--- config.mk ---
export PLATFORM = sky130hd
export DESIGN_NAME = wr_req_arbiter_flat
export DESIGN_NICKNAME = d
export VERILOG_FILES = /design/src/rtl/cci_pkg.sv /design/src/rtl/wr_req_arbiter_if.sv /design/src/rtl/wr_line_addr_gen.sv /design/src/rtl/wr_req_arbiter.sv /design/src/flat_wrapper.sv
export SDC_FILE = /design/constraint.sdc
export NUM_CORES = 2
export LEC_CHECK = 0
export CAP_MARGIN = 0
export CELL_PAD_IN_SITES_DETAIL_PLACEMENT = 1
export CELL_PAD_IN_SITES_GLOBAL_PLACEMENT = 1
export CORE_AREA = 2 2 705 707
export DETAILED_ROUTE_END_ITERATION = 7
export DIE_AREA = 0 0 707 709
export HOLD_SLACK_MARGIN = 0.05
export PLACE_DENSITY = 0.3
export SLEW_MARGIN = 5
export SYNTH_ARGS = -nofsm -noshare
export SYNTH_HDL_FRONTEND = slang
export SYNTH_SLANG_ARGS = --single-unit
--- constraint.sdc ---
create_clock -name clk -period 3.9 [get_ports clk]
set_clock_uncertainty 0.05 [all_clocks]
set_input_delay 0.975 -clock clk [delete_from_list [all_inputs] [get_ports clk]]
set_output_delay 0.975 -clock clk [all_outputs]
set_load 0.02 [all_outputs]
--- src/rtl/cci_pkg.sv ---
// Shared CCI write-request definitions.
//   wr_req_type_t : request type encodings driven on wr_type (WrLine, WrFence)
//   PV_PHYSICAL / PV_VIRTUAL : values of the wr_pv address-space bit
//   arb_state_t   : write arbiter sequencing states
//   LINE_ADDR_W   : width of a cache-line address (byte address [63:6])
package cci_pkg;

   typedef enum logic [3:0] {
      WR_LINE  = 4'h2,
      WR_FENCE = 4'h5
   } wr_req_type_t;

   localparam logic PV_PHYSICAL = 1'b0;
   localparam logic PV_VIRTUAL  = 1'b1;

   typedef enum logic [1:0] {
      IDLE = 2'd0,
      SEND = 2'd1,
      GAP  = 2'd2
   } arb_state_t;

   localparam int LINE_ADDR_W = 58;

endpackage

--- src/rtl/wr_req_arbiter_if.sv ---
// CCI write-request channel as seen by its single owner.
// Handshake: the channel has no ready; a request is transferred in every cycle
// wr_valid is 1, and the owner must stop starting new requests while
// almostfull is 1. All wr_* fields are meaningful only while wr_valid is 1.
//   almostfull : channel almost full (slave -> master)
//   wr_valid   : request valid (master -> slave)
//   wr_pv      : 1 = virtual, 0 = physical address
//   wr_type    : request type encoding (WrLine / WrFence)
//   wr_hi_addr : line address bits [57:32]
//   wr_addr    : line address bits [31:0]
//   wr_data    : 512-bit line data
interface wr_req_arbiter_if;

   logic         almostfull;
   logic         wr_valid;
   logic         wr_pv;
   logic [3:0]   wr_type;
   logic [25:0]  wr_hi_addr;
   logic [31:0]  wr_addr;
   logic [511:0] wr_data;

   modport master (
      input  almostfull,
      output wr_valid, wr_pv, wr_type, wr_hi_addr, wr_addr, wr_data
   );

   modport slave (
      output almostfull,
      input  wr_valid, wr_pv, wr_type, wr_hi_addr, wr_addr, wr_data
   );

endinterface

--- src/rtl/wr_line_addr_gen.sv ---
// Result line addressing for the write arbiter.
// Owns the per-pass line offset: it advances on every result grant, wraps to 0
// after the last line of a pass (num_lines-1) and is cleared by start. The
// line address of the current offset is offered combinationally so the
// arbiter can register it with the grant.
//   clk, resetb : clock, synchronous active-low reset
//   start       : clear offset for a new pass
//   advance     : a result line was granted this cycle
//   num_lines   : lines per pass
//   buf_base    : output buffer byte address
//   line_addr   : buf_base[63:6] + offset (58-bit line address)
//   offset      : current line offset
//   res_done    : registered with the grant, so it lines up with wr_valid of
//                 the last line of the pass
module wr_line_addr_gen
   import cci_pkg::*;
#(
   parameter int OFFSET_W = 16
) (
   input  logic                   clk,
   input  logic                   resetb,
   input  logic                   start,
   input  logic                   advance,
   input  logic [OFFSET_W-1:0]    num_lines,
   input  logic [63:0]            buf_base,
   output logic [LINE_ADDR_W-1:0] line_addr,
   output logic [OFFSET_W-1:0]    offset,
   output logic                   res_done
);

   logic [OFFSET_W-1:0] offset_q;
   logic                done_q;
   logic                last_line;
   logic                unused_base_bits;

   // The byte offset within a line never contributes to a line address.
   assign unused_base_bits = ^buf_base[5:0];

   assign last_line = (offset_q == (num_lines - OFFSET_W'(1)));
   assign line_addr = buf_base[63:6] + {{(LINE_ADDR_W-OFFSET_W){1'b0}}, offset_q};

   always_ff @(posedge clk) begin
      if (!resetb) begin
         offset_q <= '0;
         done_q   <= 1'b0;
      end else begin
         done_q <= advance && last_line;
         if (start) begin
            offset_q <= '0;
         end else if (advance) begin
            // Plain increment also gives the counter-width wrap if num_lines
            // is changed mid-pass to below the current offset.
            offset_q <= last_line ? '0 : offset_q + OFFSET_W'(1);
         end
      end
   end

   assign offset   = offset_q;
   assign res_done = done_q;

endmodule

--- src/rtl/wr_req_arbiter.sv ---
// Sole owner of the CCI write-request channel, shared between the DSM status
// updater (one physical line per request) and the result writeback stream
// (a sequence of virtual lines). Requests are issued at most once per three
// cycles (IDLE -> SEND -> GAP) so that almostfull seen in IDLE is always
// current. A DSM run counter limits consecutive DSM grants while a result is
// waiting, so results cannot be starved.
//   clk, resetb            : clock, synchronous active-low reset
//   write_fence            : issue WrFence instead of WrLine
//   dsm_req/dsm_gnt        : DSM request (held) / one-cycle grant pulse
//   dsm_base, dsm_offset   : DSM line address = dsm_base[37:6] + dsm_offset
//   dsm_data               : DSM status line
//   res_valid/res_ready    : result line available / one-cycle consume pulse
//   res_data               : result line
//   buf_base, num_lines    : output buffer byte address, lines per pass
//   start                  : clears the line offset, blocks grants that cycle
//   res_done               : coincident with wr_valid of a pass's last line
//   tx_count               : total requests issued (wraps at 2^32)
//   state_dbg, offset_dbg  : arbiter state and current result line offset
//   cci                    : CCI write-request channel
module wr_req_arbiter
   import cci_pkg::*;
#(
   parameter int MAX_DSM_RUN = 4,
   parameter int OFFSET_W    = 16
) (
   input  logic                clk,
   input  logic                resetb,
   input  logic                write_fence,
   input  logic                dsm_req,
   input  logic [63:0]         dsm_base,
   input  logic [9:0]          dsm_offset,
   input  logic [511:0]        dsm_data,
   output logic                dsm_gnt,
   input  logic                res_valid,
   input  logic [511:0]        res_data,
   output logic                res_ready,
   input  logic [63:0]         buf_base,
   input  logic [OFFSET_W-1:0] num_lines,
   input  logic                start,
   output logic                res_done,
   output logic [31:0]         tx_count,
   output arb_state_t          state_dbg,
   output logic [OFFSET_W-1:0] offset_dbg,
   wr_req_arbiter_if.master    cci
);

   localparam int               RUN_W   = $clog2(MAX_DSM_RUN + 1);
   localparam logic [RUN_W-1:0] RUN_MAX = RUN_W'(MAX_DSM_RUN);

   arb_state_t             state_q, state_d;
   logic                   grant_dsm, grant_res;
   logic                   res_elig;
   logic [RUN_W-1:0]       dsm_run_q;
   logic [LINE_ADDR_W-1:0] res_line;
   logic [31:0]            dsm_line;
   wr_req_type_t           sel_type;
   logic                   unused_dsm_bits;

   logic                   wr_valid_q;
   logic                   wr_pv_q;
   logic [3:0]             wr_type_q;
   logic [25:0]            wr_hi_addr_q;
   logic [31:0]            wr_addr_q;
   logic [511:0]           wr_data_q;
   logic [31:0]            tx_count_q;

   assign unused_dsm_bits = ^{dsm_base[63:38], dsm_base[5:0]};

   assign res_elig = res_valid && (num_lines != '0);
   assign dsm_line = dsm_base[37:6] + {22'd0, dsm_offset};
   assign sel_type = write_fence ? WR_FENCE : WR_LINE;

   wr_line_addr_gen #(
      .OFFSET_W (OFFSET_W)
   ) u_addr_gen (
      .clk       (clk),
      .resetb    (resetb),
      .start     (start),
      .advance   (grant_res),
      .num_lines (num_lines),
      .buf_base  (buf_base),
      .line_addr (res_line),
      .offset    (offset_dbg),
      .res_done  (res_done)
   );

   always_ff @(posedge clk) begin
      if (!resetb) begin
         state_q <= IDLE;
      end else begin
         state_q <= state_d;
      end
   end

   // Grants are decided only in IDLE; DSM wins unless a result is eligible and
   // DSM has already had MAX_DSM_RUN consecutive grants.
   always_comb begin
      state_d   = state_q;
      grant_dsm = 1'b0;
      grant_res = 1'b0;
      case (state_q)
         IDLE: begin
            if (resetb && !cci.almostfull && !start) begin
               if (dsm_req && (!res_elig || (dsm_run_q < RUN_MAX))) begin
                  grant_dsm = 1'b1;
               end else if (res_elig) begin
                  grant_res = 1'b1;
               end
            end
            if (grant_dsm || grant_res) begin
               state_d = SEND;
            end
         end
         SEND:    state_d = GAP;
         GAP:     state_d = IDLE;
         default: state_d = IDLE;
      endcase
   end

   assign dsm_gnt   = grant_dsm;
   assign res_ready = grant_res;

   always_ff @(posedge clk) begin
      if (!resetb) begin
         dsm_run_q <= '0;
      end else if (grant_res || !res_elig) begin
         dsm_run_q <= '0;
      end else if (grant_dsm && (dsm_run_q < RUN_MAX)) begin
         dsm_run_q <= dsm_run_q + RUN_W'(1);
      end
   end

   // Header and data are captured with the grant and held through SEND.
   always_ff @(posedge clk) begin
      if (!resetb) begin
         wr_valid_q   <= 1'b0;
         wr_pv_q      <= 1'b0;
         wr_type_q    <= 4'd0;
         wr_hi_addr_q <= 26'd0;
         wr_addr_q    <= 32'd0;
         wr_data_q    <= 512'd0;
         tx_count_q   <= 32'd0;
      end else begin
         wr_valid_q <= grant_dsm || grant_res;
         tx_count_q <= tx_count_q + {31'd0, wr_valid_q};
         if (grant_dsm) begin
            wr_pv_q      <= PV_PHYSICAL;
            wr_type_q    <= sel_type;
            wr_hi_addr_q <= 26'd0;
            wr_addr_q    <= dsm_line;
            wr_data_q    <= dsm_data;
         end else if (grant_res) begin
            wr_pv_q      <= PV_VIRTUAL;
            wr_type_q    <= sel_type;
            wr_hi_addr_q <= res_line[57:32];
            wr_addr_q    <= res_line[31:0];
            wr_data_q    <= res_data;
         end
      end
   end

   assign cci.wr_valid   = wr_valid_q;
   assign cci.wr_pv      = wr_pv_q;
   assign cci.wr_type    = wr_type_q;
   assign cci.wr_hi_addr = wr_hi_addr_q;
   assign cci.wr_addr    = wr_addr_q;
   assign cci.wr_data    = wr_data_q;
   assign tx_count       = tx_count_q;
   assign state_dbg      = state_q;

endmodule

--- src/flat_wrapper.sv ---
// flat-port wrapper written by rule: the top's interface ports become plain ports
module wr_req_arbiter_flat import cci_pkg::*;
#(
   parameter int MAX_DSM_RUN = 4,
   parameter int OFFSET_W    = 16
)
  (clk, resetb, write_fence, dsm_req, dsm_base, dsm_offset, dsm_data, dsm_gnt, res_valid, res_data, res_ready, buf_base, num_lines, start, res_done, tx_count, state_dbg, offset_dbg, cci_almostfull, cci_wr_valid, cci_wr_pv, cci_wr_type, cci_wr_hi_addr, cci_wr_addr, cci_wr_data);
  wr_req_arbiter_if cci_i ();
  input  logic clk;
  input  logic resetb;
  input  logic write_fence;
  input  logic dsm_req;
  input  logic [63:0] dsm_base;
  input  logic [9:0] dsm_offset;
  input  logic [511:0] dsm_data;
  output logic dsm_gnt;
  input  logic res_valid;
  input  logic [511:0] res_data;
  output logic res_ready;
  input  logic [63:0] buf_base;
  input  logic [OFFSET_W-1:0] num_lines;
  input  logic start;
  output logic res_done;
  output logic [31:0] tx_count;
  output arb_state_t state_dbg;
  output logic [OFFSET_W-1:0] offset_dbg;
  input wire logic [$bits(cci_i.almostfull)-1:0] cci_almostfull;
  output wire logic [$bits(cci_i.wr_valid)-1:0] cci_wr_valid;
  output wire logic [$bits(cci_i.wr_pv)-1:0] cci_wr_pv;
  output wire logic [$bits(cci_i.wr_type)-1:0] cci_wr_type;
  output wire logic [$bits(cci_i.wr_hi_addr)-1:0] cci_wr_hi_addr;
  output wire logic [$bits(cci_i.wr_addr)-1:0] cci_wr_addr;
  output wire logic [$bits(cci_i.wr_data)-1:0] cci_wr_data;
  assign cci_i.almostfull = cci_almostfull;
  assign cci_wr_valid = cci_i.wr_valid;
  assign cci_wr_pv = cci_i.wr_pv;
  assign cci_wr_type = cci_i.wr_type;
  assign cci_wr_hi_addr = cci_i.wr_hi_addr;
  assign cci_wr_addr = cci_i.wr_addr;
  assign cci_wr_data = cci_i.wr_data;
  wr_req_arbiter #(.MAX_DSM_RUN(MAX_DSM_RUN), .OFFSET_W(OFFSET_W)) u_core (.clk(clk), .resetb(resetb), .write_fence(write_fence), .dsm_req(dsm_req), .dsm_base(dsm_base), .dsm_offset(dsm_offset), .dsm_data(dsm_data), .dsm_gnt(dsm_gnt), .res_valid(res_valid), .res_data(res_data), .res_ready(res_ready), .buf_base(buf_base), .num_lines(num_lines), .start(start), .res_done(res_done), .tx_count(tx_count), .state_dbg(state_dbg), .offset_dbg(offset_dbg), .cci(cci_i));
endmodule
# Yosys cells after proc, flatten, opt, wreduce, memory -nomap -nowiden
# Index checks and enable logic that the tools add are counted.
[word_totals]
register_bits = 630
in_bits = 1185
output_inout_bits = 629
elab_cells = 60
[op_classes]
n_addsub = 6
n_lt_le_gt_ge = 1
eq_ne = 3
mux = 19
bitwise = 1
n_reduce_logical = 19
[ops]
columns = ["operator", "n"]
rows = [
  ["$mux W512", 2],
  ["$mux W32", 2],
  ["$add A58 B16 Y58", 1],
  ["$add A32 B1 Y32", 1],
  ["$add A32 B10 Y32", 1],
  ["$add A16 B1 Y16 const B", 1],
  ["$eq A16 B16 Y1", 1],
  ["$mux W16", 1],
  ["$reduce_bool A16 Y1", 1],
  ["$sub A16 B1 Y16 const B", 1],
  ["$mux W1", 9],
  ["$mux W4", 2],
  ["$logic_and A1 B1 Y1", 6],
  ["$reduce_or A2 Y1", 3],
  ["$logic_or A1 B1 Y1", 4],
  ["$pmux W2 S2", 1],
  ["$add A3 B1 Y3 const B", 1],
  ["$logic_not A1 Y1", 3],
  ["$lt A3 B3 Y1 const B", 1],
  ["$mux W3", 1],
  ["$eq A2 B1 Y1 const B", 1],
  ["$logic_not A2 Y1", 1],
  ["$mux W2", 1],
  ["$ne A2 B1 Y1 const B", 1],
  ["2 further kinds", 2],
]

# Longest topological paths before layout
[depth]
depth_word = 11
mapped_depth = 12
ltp_nobuf = 10

# Modules after synthesis
# Synthesis repeated with hierarchy kept, for this count alone.
[hier_totals]
cells_unflattened = 3355
area_unflattened_um2 = 27271.2
[by_module_without_submodules]
columns = ["mod", "instances", "cells_per_inst", "area_each_um2"]
rows = [
  ["wr_req_arbiter", 1, 2888, 24015.5],
  ["wr_line_addr_gen", 1, 467, 3255.6],
]

# Worst setup path after synthesis
# No wires, ideal clock.
[synth_timing]
path_kind = "input port to output port"
from = "in num_lines[9]"
to = "out res_ready"
arrival_ns = 2.547
path_slack_ns = 0.328
stages = 8
cell_sequence = "buf_2 > nor4_1 > nand4_1 > and3_1 > nand2_1 > inv_1 > clkbuf_1 > buf_1"
[synth_between]
elab_chain_len = 9
[synth_lines]
columns = ["item", "line_no", "rtl"]
rows = [
  ["start: declaration", "flat_wrapper.sv:21", "input logic [OFFSET_W-1:0] num_lines;"],
  ["$reduce_bool A16 Y1 *", "wr_req_arbiter.sv:69", "assign res_elig = res_valid && (num_lines != '0);"],
  ["$logic_and A1 B1 Y1 *", "wr_req_arbiter.sv:69", ""],
  ["$logic_not A1 Y1", "wr_req_arbiter.sv:104", "if (dsm_req && (!res_elig || (dsm_run_q < RUN_MAX))) begin"],
  ["$logic_or A1 B1 Y1", "wr_req_arbiter.sv:104", ""],
  ["$logic_and A1 B1 Y1", "wr_req_arbiter.sv:104", ""],
  ["$mux W1 *", "wr_req_arbiter.sv:104", ""],
  ["$mux W1 *", "wr_req_arbiter.sv:103", "if (resetb && !cci.almostfull && !start) begin"],
  ["$mux W1 * (2 in series)", "wr_req_arbiter.sv:101", "case (state_q)"],
  ["end: declaration", "flat_wrapper.sv:19", "output logic res_ready;"],
]
# Every way passes the cells marked *; elsewhere a longest branch is shown, timed or not. The select of a mux whose other input is x is not followed.

# Final worst setup path
[layout_timing]
from = "in cci_almostfull"
to = "out dsm_gnt"
[layout_between]
elab_chain_len = 6
[layout_lines]
columns = ["item", "line_no", "rtl"]
rows = [
  ["start: declaration", "flat_wrapper.sv:27", "input wire logic [$bits(cci_i.almostfull)-1:0] cci_almostfull;"],
  ["$logic_not A1 Y1", "wr_req_arbiter.sv:103", ""],
  ["$logic_and A1 B1 Y1 (2 in series)", "wr_req_arbiter.sv:103", ""],
  ["$mux W1", "wr_req_arbiter.sv:103", ""],
  ["$mux W1 (2 in series)", "wr_req_arbiter.sv:101", ""],
  ["end: declaration", "flat_wrapper.sv:16", "output logic dsm_gnt;"],
]
# Every way passes these cells. The select of a mux whose other input is x is not followed.

==> results.ini <==
[timing]
max_freq_mhz=261
worst_slew_pin_slew_ns=1.33
setup_tns_ns=0
fin_crit_ns=3.83
timing.slew.headroom=0.114
fin_crit_sh=0.981
slew_violations=0
hold_ws_ns=0.436
grt_setup_unrepaired=no
setup_viol=0
hold_viol_final=0

[grt]
grt.overflow.total=0
grt_pass1_wl_um=463000
antenna_found_initial=302
grt_usage=0.143
grt_max_degree=198
grt_pass1_vias=39727

[synthesis]
ys_ff_latch=628
seq_area_frac_synth=0.406
synthTopCellsByCount=nand2_1 (1092), dfxtp_1 (628), nand3_1 (578), o211a_1 (514), clkbuf_1 (217)
synth_most_common_cell=nand2_1
ys_async_sr_fraction=0
yosysWarnings=0
synth_top_area_frac=0.406
synth-edff-count=0
synth-main-ff-cell=dfxtp_1
synthTopCellsByArea=dfxtp_1 (41%), o211a_1 (17%), nand2_1 (13%), nand3_1 (9.3%), clkbuf_1 (2.6%)
syn-mean-instance-area_um2=8.12
postSynthNetCount=5036
synth.distinct_cells=69
yosys.area.top_type=dfxtp_1
syn_area_um2=31000
netlist_instances=3817

[die]
fp.dieH_um=709
start_util=0.0629
std_cell_rows=258
io_pins=1814
core_area_um2=493000
fp.dieW_um=707
die-area_um2=501000

[detailed_routing]
routedWlPerCell_um=30.5
drt_first_pass_iters=7
num_vias=38375
vias_per_cell=3.13
antenna_left=0
drt-initial-drc-count=2273
drc=0
routed_wl_um=375000

[place]
dp_hpwl_um=321000
gp_congestion=0.922
portBuffers=1774
dpl_cell_area_um2=58000

[clock_network]
htree_num_levels=3
clk_latency_ns=0.85
cts_buffers=109
clkTransAtPathRegs_ns=0.05
cts-root-buf=clkbuf_16
cts_max_path_buffers=4
clock_sinks=628
cts_tree=done
hold_buffers=0

[layout]
nets=6846
nFillCells=57933
fin_area_um2=61600
multi_input_area_um2=16800
seq_area_um2=12600
drive_above_1_share=0.0784
fin_util=0.125
synthToLayoutAreaGrowth_pct=98.8

[critical_path]
slowest_delay_ns=0.50
cp_data_required_time_ns=2.87
crit_path_start_kind=input port
r2r-start=u_core.state_dbg[0]
r2r_setup_slack_ns=0.33
r2r_end=u_core.cci.wr_data[137]
path_max_fanout=2
critPathArrivalTime_ns=2.80
cpMaxStageDelayCell=or4_1
path_cells=clkdlybuf4s50_1, buf_12, or4_1, a311o_2, inv_2, buf_4
path_class=in2out
ff2ff_path_depth=6
cp-end-kind=output pin

[outcome]
outcome=completed

[hold_path]
holdPathEnd=u_core.cci.wr_pv
hold_path.class=reg2reg
min_from=u_core.cci.wr_pv
holdPathStages=2

[power_and_ir_drop]
cellLeakagePower_nw=25.9
design_power_total_mw=20.9
max-vdd-ir-drop_uv=321
p_per_area_nw_per_um2=339

[flow_run]
maxCapViolCount=0

through the flow:
step,cells,setup slack (ns)
final,12279,0.0742
after global routing,12256,0.00634
after CTS,12204,0.00587
after detailed placement,12014,-0.999
after global placement,12014,-1.03
after floorplan,3817,0.328
how the worst max path moves through the flow:
| stage | startpoint | slack, ns | endpoint |
|---|---|---|---|
| 2_1_floorplan | num_lines[9] | 0.33 | res_ready |
| 3_3_place_gp | num_lines[0] | -1.03 | u_core.cci.wr_data[99] |
| 3_5_place_dp | num_lines[0] | -1.0 | u_core.cci.wr_data[150] |
| 5_1_grt | num_lines[0] | 0.006 | res_ready |
| 6_report | cci_almostfull | 0.07 | dsm_gnt |
| 4_1_cts | cci_almostfull | 0.006 | dsm_gnt |
area by class of cell:
type,instances,share of cell area
multi-input combinational,2835,0.272
inverter,21,0.00130
sequential,628,0.204
antenna,74,0.00300
clock inverter,29,0.00493
clock buffer,160,0.0508
timing repair buffer,2032,0.332
tap,6500,0.132
routing by layer:
metal  up-vias  routed length (um)  share of wire  track usage
met3       620               31200          0.083       0.0519
met1     18870              143000           0.38        0.157
met5         -                 685         0.0018            0
met4       104               10900          0.029       0.0367
met2      1619              189000           0.50        0.257
li1      17162                   -              -            -
kinds of logic (layout without fill, tap and decap cells):
logic type      after synthesis  after routing  share of synthesized area
other cells                   1             75                   0.000121
mux                           4              4                    0.00133
compound gates              741            741                      0.214
flops                       628            628                      0.406
xor+xnor                    140            140                     0.0396
fa+ha+maj                    34             34                     0.0142
buf+inv                     354           2242                     0.0547
simple gates               1915           1915                      0.271
worst max-delay path: cells and delay by family:
kind	cells	cell delay, ns
and+or+nand+nor	1	0.50
buffers and inverters	4	0.89
AOI/OAI and AO/OA	1	0.40
what timing repair did:
item | in CTS | in global routing
gates resized for setup | 26 | 2
pin swaps | 3 | 3
setup endpoints to repair | 10 | 44
setup buffers | 2 | 0
gates cloned | 0 | 1
flip-flops by register name, summed over array words and instances (netlist names):
register	count
u_core.dsm_run_q	3
u_core.cci.wr_hi_addr	26
u_core.cci.wr_pv	1
u_core.u_addr_gen.offset	16
u_core.cci.wr_addr	32
u_core.cci.wr_valid	1
u_core.u_addr_gen.res_done	1
u_core.cci.wr_type	2
u_core.state_dbg	2
u_core.tx_count	32
u_core.cci.wr_data	512
layout by cell type (no fill, tap or decap), drive strengths merged, types with 24 or more instances in the layout:
cell / n
diode: 74
a211oi: 29
nand4: 30
and2: 34
clkbuf: 161
xnor2: 61
nand2: 1092
dfxtp: 628
ha: 32
clkdlybuf4s50: 1755
o211a: 514
o21ai: 55
xor2: 79
nor2: 75
and3: 24
nand3: 578
buf: 264
a21oi: 66
power by group:
group / switching (mW) / total, mW / internal (mW) / leakage [nW]
registers: 0.222 / 6.93 / 6.71 / 5.11
clock network: 4.13 / 9.90 / 5.77 / 1.68
logic: 2.02 / 4.07 / 2.05 / 19.1
(Power assumes the default switching activity.)
